### src/rtl/imm_encoder_pkg.sv
// Shared immediate-format definitions: select codes, per-format field masks,
// and the field-placement helper (inverse of the core's immediate decode).
// Optional feature macro: IMM_ENC_CSR_EN (enables the C/zimm format).
package imm_encoder_pkg;

  localparam int unsigned XLEN  = 32;
  localparam int unsigned SEL_W = 3;

  localparam logic [SEL_W-1:0] IMM_SEL_I = 3'b000;
  localparam logic [SEL_W-1:0] IMM_SEL_S = 3'b001;
  localparam logic [SEL_W-1:0] IMM_SEL_B = 3'b010;
  localparam logic [SEL_W-1:0] IMM_SEL_J = 3'b011;
  localparam logic [SEL_W-1:0] IMM_SEL_U = 3'b100;
  localparam logic [SEL_W-1:0] IMM_SEL_C = 3'b101;

  localparam logic [XLEN-1:0] IMM_MASK_I = 32'hFFF0_0000;
  localparam logic [XLEN-1:0] IMM_MASK_S = 32'hFE00_0F80;
  localparam logic [XLEN-1:0] IMM_MASK_B = 32'hFE00_0F80;
  localparam logic [XLEN-1:0] IMM_MASK_J = 32'hFFFF_F000;
  localparam logic [XLEN-1:0] IMM_MASK_U = 32'hFFFF_F000;
  localparam logic [XLEN-1:0] IMM_MASK_C = 32'h000F_8000;

  // Payload held in the first pipeline stage
  typedef struct packed {
    logic [SEL_W-1:0] sel;
    logic [XLEN-1:0]  base;
    logic [XLEN-1:0]  imm;
    logic             err;
  } s1_word_t;

  // Immediate-field mask for a format; invalid formats touch no bits
  function automatic logic [XLEN-1:0] imm_mask(input logic [SEL_W-1:0] sel);
    logic [XLEN-1:0] m;
    m = '0;
    case (sel)
      IMM_SEL_I: m = IMM_MASK_I;
      IMM_SEL_S: m = IMM_MASK_S;
      IMM_SEL_B: m = IMM_MASK_B;
      IMM_SEL_J: m = IMM_MASK_J;
      IMM_SEL_U: m = IMM_MASK_U;
`ifdef IMM_ENC_CSR_EN
      IMM_SEL_C: m = IMM_MASK_C;
`endif
      default:   m = '0;
    endcase
    return m;
  endfunction

  // Scatter the immediate into the instruction bit positions of a format
  function automatic logic [XLEN-1:0] imm_place(input logic [SEL_W-1:0] sel,
                                                input logic [XLEN-1:0]  imm);
    logic [XLEN-1:0] p;
    p = '0;
    case (sel)
      IMM_SEL_I: p[31:20] = imm[11:0];
      IMM_SEL_S: begin
        p[31:25] = imm[11:5];
        p[11:7]  = imm[4:0];
      end
      IMM_SEL_B: begin
        p[31]    = imm[12];
        p[30:25] = imm[10:5];
        p[11:8]  = imm[4:1];
        p[7]     = imm[11];
      end
      IMM_SEL_J: begin
        p[31]    = imm[20];
        p[30:21] = imm[10:1];
        p[20]    = imm[11];
        p[19:12] = imm[19:12];
      end
      IMM_SEL_U: p[31:12] = imm[31:12];
`ifdef IMM_ENC_CSR_EN
      IMM_SEL_C: p[19:15] = imm[4:0];
`endif
      default:   p = '0;
    endcase
    return p;
  endfunction

endpackage

### src/rtl/imm_range_check.sv
// Flags immediates the selected format cannot represent; invalid selects
// always flag. C format is only recognised when IMM_ENC_CSR_EN is defined.
module imm_range_check
  import imm_encoder_pkg::*;
(
  input  logic [SEL_W-1:0] sel,
  input  logic [XLEN-1:0]  imm,
  output logic             err_c
);

  logic same_31_11;
  logic same_31_12;
  logic same_31_20;

  assign same_31_11 = (&imm[31:11]) | ~(|imm[31:11]);
  assign same_31_12 = (&imm[31:12]) | ~(|imm[31:12]);
  assign same_31_20 = (&imm[31:20]) | ~(|imm[31:20]);

  // Per-format representability check
  always_comb begin
    err_c = 1'b1;
    case (sel)
      IMM_SEL_I,
      IMM_SEL_S: err_c = ~same_31_11;
      IMM_SEL_B: err_c = ~same_31_12 | imm[0];
      IMM_SEL_J: err_c = ~same_31_20 | imm[0];
      IMM_SEL_U: err_c = |imm[11:0];
`ifdef IMM_ENC_CSR_EN
      IMM_SEL_C: err_c = |imm[31:5];
`endif
      default:   err_c = 1'b1;
    endcase
  end

endmodule

### src/rtl/imm_encoder.sv
// Two-stage valid/ready immediate encoder: merges an immediate into the
// immediate fields of a RISC-V instruction and flags unrepresentable values.
// Optional feature macro: IMM_ENC_CSR_EN (C/zimm format into rs1 field).
module imm_encoder
  import imm_encoder_pkg::*;
#(
  parameter int unsigned ERR_CNT_W = 8
) (
  input  logic                 clk,
  input  logic                 rst,
  input  logic                 in_valid,
  output logic                 in_ready,
  input  logic [SEL_W-1:0]     in_sel,
  input  logic [XLEN-1:0]      in_base,
  input  logic [XLEN-1:0]      in_imm,
  output logic                 out_valid,
  input  logic                 out_ready,
  output logic [XLEN-1:0]      out_inst,
  output logic                 out_err,
  output logic [ERR_CNT_W-1:0] err_cnt
);

  logic     v1;
  logic     v2;
  s1_word_t s1;
  logic     s1_adv;
  logic     in_err;

  assign s1_adv    = ~v2 | out_ready;
  assign in_ready  = ~v1 | s1_adv;
  assign out_valid = v2;

  imm_range_check u_range (
    .sel   (in_sel),
    .imm   (in_imm),
    .err_c (in_err)
  );

  // Stage 1: capture request fields and range-check result
  always_ff @(posedge clk or posedge rst) begin
    if (rst) begin
      v1 <= 1'b0;
      s1 <= '0;
    end else if (in_ready) begin
      v1 <= in_valid;
      if (in_valid) begin
        s1.sel  <= in_sel;
        s1.base <= in_base;
        s1.imm  <= in_imm;
        s1.err  <= in_err;
      end
    end
  end

  // Stage 2: merge immediate into base and hold until consumed
  always_ff @(posedge clk or posedge rst) begin
    if (rst) begin
      v2       <= 1'b0;
      out_inst <= '0;
      out_err  <= 1'b0;
    end else if (s1_adv) begin
      v2 <= v1;
      if (v1) begin
        out_inst <= (s1.base & ~imm_mask(s1.sel)) | imm_place(s1.sel, s1.imm);
        out_err  <= s1.err;
      end
    end
  end

  // Saturating count of delivered error results
  always_ff @(posedge clk or posedge rst) begin
    if (rst) begin
      err_cnt <= '0;
    end else if (v2 && out_ready && out_err && (err_cnt != {ERR_CNT_W{1'b1}})) begin
      err_cnt <= err_cnt + ERR_CNT_W'(1);
    end
  end

endmodule
### config.mk
export PLATFORM = sky130hd
export DESIGN_NAME = imm_encoder
export DESIGN_NICKNAME = d
export VERILOG_FILES = /design/src/rtl/imm_encoder_pkg.sv /design/src/rtl/imm_range_check.sv /design/src/rtl/imm_encoder.sv
export SDC_FILE = /design/constraint.sdc
export NUM_CORES = 1
export LEC_CHECK = 0
export CAP_MARGIN = 20
export CORE_UTILIZATION = 40
export DETAILED_ROUTE_END_ITERATION = 10
export PLACE_DENSITY = 0.68
export SLEW_MARGIN = 20
export SYNTH_ARGS = -nofsm -noshare
export SYNTH_HDL_FRONTEND = slang
export SYNTH_HIERARCHICAL = 1
export SYNTH_SLANG_ARGS = --single-unit
### constraint.sdc
create_clock -name clk -period 3.3 [get_ports clk]
set_input_delay 0.66 -clock clk [delete_from_list [all_inputs] [get_ports clk]]
set_output_delay 0.66 -clock clk [all_outputs]
set_load 0.05 [all_outputs]
==> results.rst <==
.. list-table::
   :header-rows: 1

   * - Metric
     - Value
   * - Run status
     - finished, final reports clean
   * - Number of buffers inserted by post-CTS setup repair
     - 0
   * - Average via count per standard cell
     - 5.11
   * - Adder-cell share of the synthesized area
     - 0.00248
   * - Buf+Inv Stages, Crit Path
     - 2
   * - Cell type of the slowest stage on the worst timing path
     - clkdlybuf4s50_1
   * - Proportion of netlist area held by the largest area contributor
     - 0.550
   * - H-Tree Depth
     - 3
   * - Grt met1 use
     - 0.234
   * - Arrival @ worst endpoint
     - 2130 ps
   * - Hold-fix buffers at CTS
     - 0
   * - Simple-gate area share of the yosys netlist
     - 0.123
   * - Die Span X
     - 114 µm
   * - Worst Hold Class
     - reg2reg
   * - Parity-gate share of the synthesized area counting xor and xnor cells
     - 0.00868
   * - Share of the clock period used by the worst path after layout
     - 0.845
   * - Final core area utilization
     - 0.547
   * - Router iterations before antenna repair
     - 4
   * - Number of fill cells in the layout
     - 1,062
   * - CTS tree
     - built
   * - Count of nets after finishing
     - 590
   * - Initial core utilization
     - 0.415
   * - Pin count of the biggest net entering global routing
     - 44
   * - WHS Path Cells
     - 2
   * - Final antenna diode count
     - 0
   * - Proportion of synthesized chip area in sequential cells
     - 0.550
   * - Max-Slew Margin vs Limit
     - 0.388
   * - Maximum frequency from static timing analysis
     - 0.359 GHz
   * - Setup clock skew after layout
     - 8.54 ps
   * - Via count
     - 3,524
   * - Global-route wire length before repair
     - 17.6 mm
   * - Kind of start point of the critical path
     - input port
   * - Syn nets
     - 479
   * - Delay of the slowest cell on the worst path
     - 820 ps
   * - Clk root buf
     - clkbuf_16
   * - Number of nets with antenna violations after detailed routing
     - 0
   * - Layer carrying the most global-route usage
     - met2
   * - Per-instance average area after synthesis
     - 12.4 µm²
   * - Levels on crit path
     - 3
   * - Reg clk slew, reported paths
     - 70 ps
   * - Number of max-cap violations
     - 0
   * - Multi-input gate area in the final layout
     - 2100 µm²
   * - Most frequent cell on the critical path
     - clkdlybuf4s50_1
   * - IO Pins
     - 114
   * - Initial antenna violation count
     - 0
   * - Main combinational cell family by area after synthesis
     - multiplexers
   * - Synthesized cell area
     - 5050 µm²
   * - Compound-Gate Fraction of Synth Area
     - 0.0692
   * - Sum of routed wire length over all layers
     - 10.8 mm
   * - Yosys cell types
     - 49
   * - Mean routed wirelength per cell
     - 15.7 µm
   * - Number of clock buffers inserted by TritonCTS
     - 9
   * - Sequential cell area
     - 2780 µm²
   * - Initial detailed-routing violation count
     - 197
   * - Count of instances resized after the clock tree is built
     - 0
   * - Overflow left after global routing
     - 0
   * - FF+latch count, synth
     - 111
   * - Slew of the pin with the lowest slew margin
     - 917 ps
   * - Worst supply voltage drop on vdd
     - 0.417 mV
   * - Post-layout minimum cycle time
     - 2790 ps
   * - Async set or reset register ratio after synthesis
     - 1.00
   * - Area enclosed by the die boundary
     - 13,100 µm²
   * - Number of port buffers
     - 113
   * - Fraction of final layout cells with drive strength greater than 1
     - 0.180
   * - Setup-violating endpoint count in the final report
     - 0
   * - Largest driver fanout on the critical path
     - 3
   * - Met2 usage in global routing
     - 0.290
   * - Source-to-sink clock delay at the later pin of the worst-skew pair
     - 340 ps
   * - Worst path required time
     - 2640 ps
   * - Final hold viol count
     - 0
   * - Setup TNS
     - 0 ps
   * - Number of global-route vias before repair
     - 3,522
   * - Dominant cell type by area after synthesis
     - dfrtp_1
   * - Maximum clock path buffer count
     - 2
   * - Tot GR Track Use
     - 0.176
   * - Met3 usage
     - 0.0381
   * - Power density normalized to cell area
     - 676 nW/µm²
   * - Area growth from synthesis to layout
     - 31.8%
   * - Kind of end point of the critical path
     - primary output
   * - Top cells by area in the synthesized netlist
     - dfrtp_1 (55%), mux2_2 (11%), mux2i_1 (4.6%)
   * - RSZ-0062 raised after global routing
     - false
   * - Worst-case setup margin in the final layout
     - 511 ps
   * - Synthesized instance count
     - 407
   * - Last weighted congestion value of the routability-driven placer
     - 0.840
   * - Multiplexer fraction of the synthesized cell area
     - 0.212
   * - Classification of the worst setup path
     - in2out
   * - Predominant post-synthesis flop cell
     - dfrtp_1
   * - Cells on worst reg2reg path
     - 5
   * - Number of warnings printed during yosys synthesis
     - 6
   * - Cells along the critical path
     - clkdlybuf4s50_1, nand3b_2, clkdlybuf4s50_1
   * - Total clock sinks
     - 111
   * - Remaining DRCs
     - 0
   * - Number of pins with negative max-slew slack in the final report
     - 0
   * - Std-Cell Rows
     - 40
   * - Core Box Area
     - 12,200 µm²
   * - Cell family with the largest share of critical-path delay
     - buffers and inverters
   * - Placed wire-length estimate after detailed placement
     - 7.92 mm
   * - Post-place setup slack
     - 518 ps
   * - Leakage dissipation
     - 0.00284 µW
   * - Number of flops mapped to enable cells by yosys
     - 0
   * - Floorplan die height
     - 114 µm
[per-stage QoR]
stage	total power, µW	std cells	hold WS [ps]	cell area (µm²)
6_report	4500	690	471	6650
5_1_grt	4710	690	498	6650
4_1_cts	4540	690	474	6650
3_5_place_dp	3350	675	456	6320
3_3_place_gp	3320	675	442	6320
2_1_floorplan	2830	407	433	5050
[logic make-up after synthesis]
| group | Yosys count |
|---|---|
| and+or+nand+nor | 121 |
| buffers and inverters | 24 |
| muxes | 94 |
| DFF | 111 |
| AOI/OAI and AO/OA | 51 |
| xor gates and xnor gates | 5 |
| adders and majority gates | 1 |
[flip-flops by register name, indices dropped and copies added, names as in the netlist]
register / cells
s1: 68
out_inst: 32
err_cnt: 8
out_err: 1
out_valid: 1
v1: 1
[metal layers]
| layer | wire [µm] | vias up |
|---|---|---|
| met3 | 423 | 6 |
| met2 | 5140 | 83 |
| met4 | 104 | 0 |
| li1 | - | 1678 |
| met5 | 0 | - |
| met1 | 5160 | 1757 |
[synth_stat cells, types with 3 or more instances]
cell type and count:
a211oi_1 6, a21o_1 6, a21oi_1 5, and4_1 4
buf_2 5, buf_4 8, buf_6 5, clkbuf_1 3
dfrtp_1 111, mux2_1 12, mux2_2 49, mux2_4 10
mux2i_1 23, nand2_1 56, nand2b_1 10, nand3_1 9
nand4_1 6, nor2_1 11, nor4_1 7, o2111ai_1 5
o21ai_0 6, o21ai_1 12, xnor2_1 4
[path summary, 6_finish.rpt]
check                                        start                  endpoint  slack [ps]
max in group asynchronous                      rst    err_cnt[7]$_DFFE_PP0P_        1640
worst max-delay path                     out_ready                  in_ready         510
worst min register to register  s1[38]$_DFFE_PP0P_   out_inst[5]$_DFFE_PP0P_         470
worst min-delay path            s1[38]$_DFFE_PP0P_   out_inst[5]$_DFFE_PP0P_         470
min in group asynchronous                      rst  out_inst[13]$_DFFE_PP0P_         860
worst max register to register  s1[65]$_DFFE_PP0P_  out_inst[13]$_DFFE_PP0P_        1410
[report_power, final]
part | total (µW) | switching (µW) | internal [µW] | leakage [µW]
logic | 1470 | 863 | 610 | 0.00137
registers | 1840 | 215 | 1620 | 0.00131
clock network | 1190 | 481 | 706 | 0.000158
[cell usage in the layout (no fill, tap or decap), types with 6 or more instances in the layout]
cell type / count
nand4_1: 6
mux2i_1: 23
clkbuf_16: 9
dfrtp_1: 111
buf_4: 7
nor2_1: 11
a21o_1: 6
nand2b_1: 10
mux2_2: 49
nand2_1: 55
mux2_4: 10
nand3_1: 9
mux2_1: 12
nor4_1: 7
o21ai_1: 12
clkdlybuf4s50_1: 113
o21ai_0: 6
a211oi_1: 6
[final cells by class]
cell class                      instances  share of cell area
Clock inverter                          4              0.0115
Sequential cell                       111               0.418
Inverter                                2             0.00169
Tap cell                              168              0.0316
Clock buffer                           11              0.0380
Timing Repair Buffer                  122               0.184
Multi-Input combinational cell        272               0.316
[tightest hold or removal path: stages (launching register included)]
cell	delay (ps)
dfrtp_1	340
nand2_1	50
nand2_1	50
(Power assumes the default switching activity.)
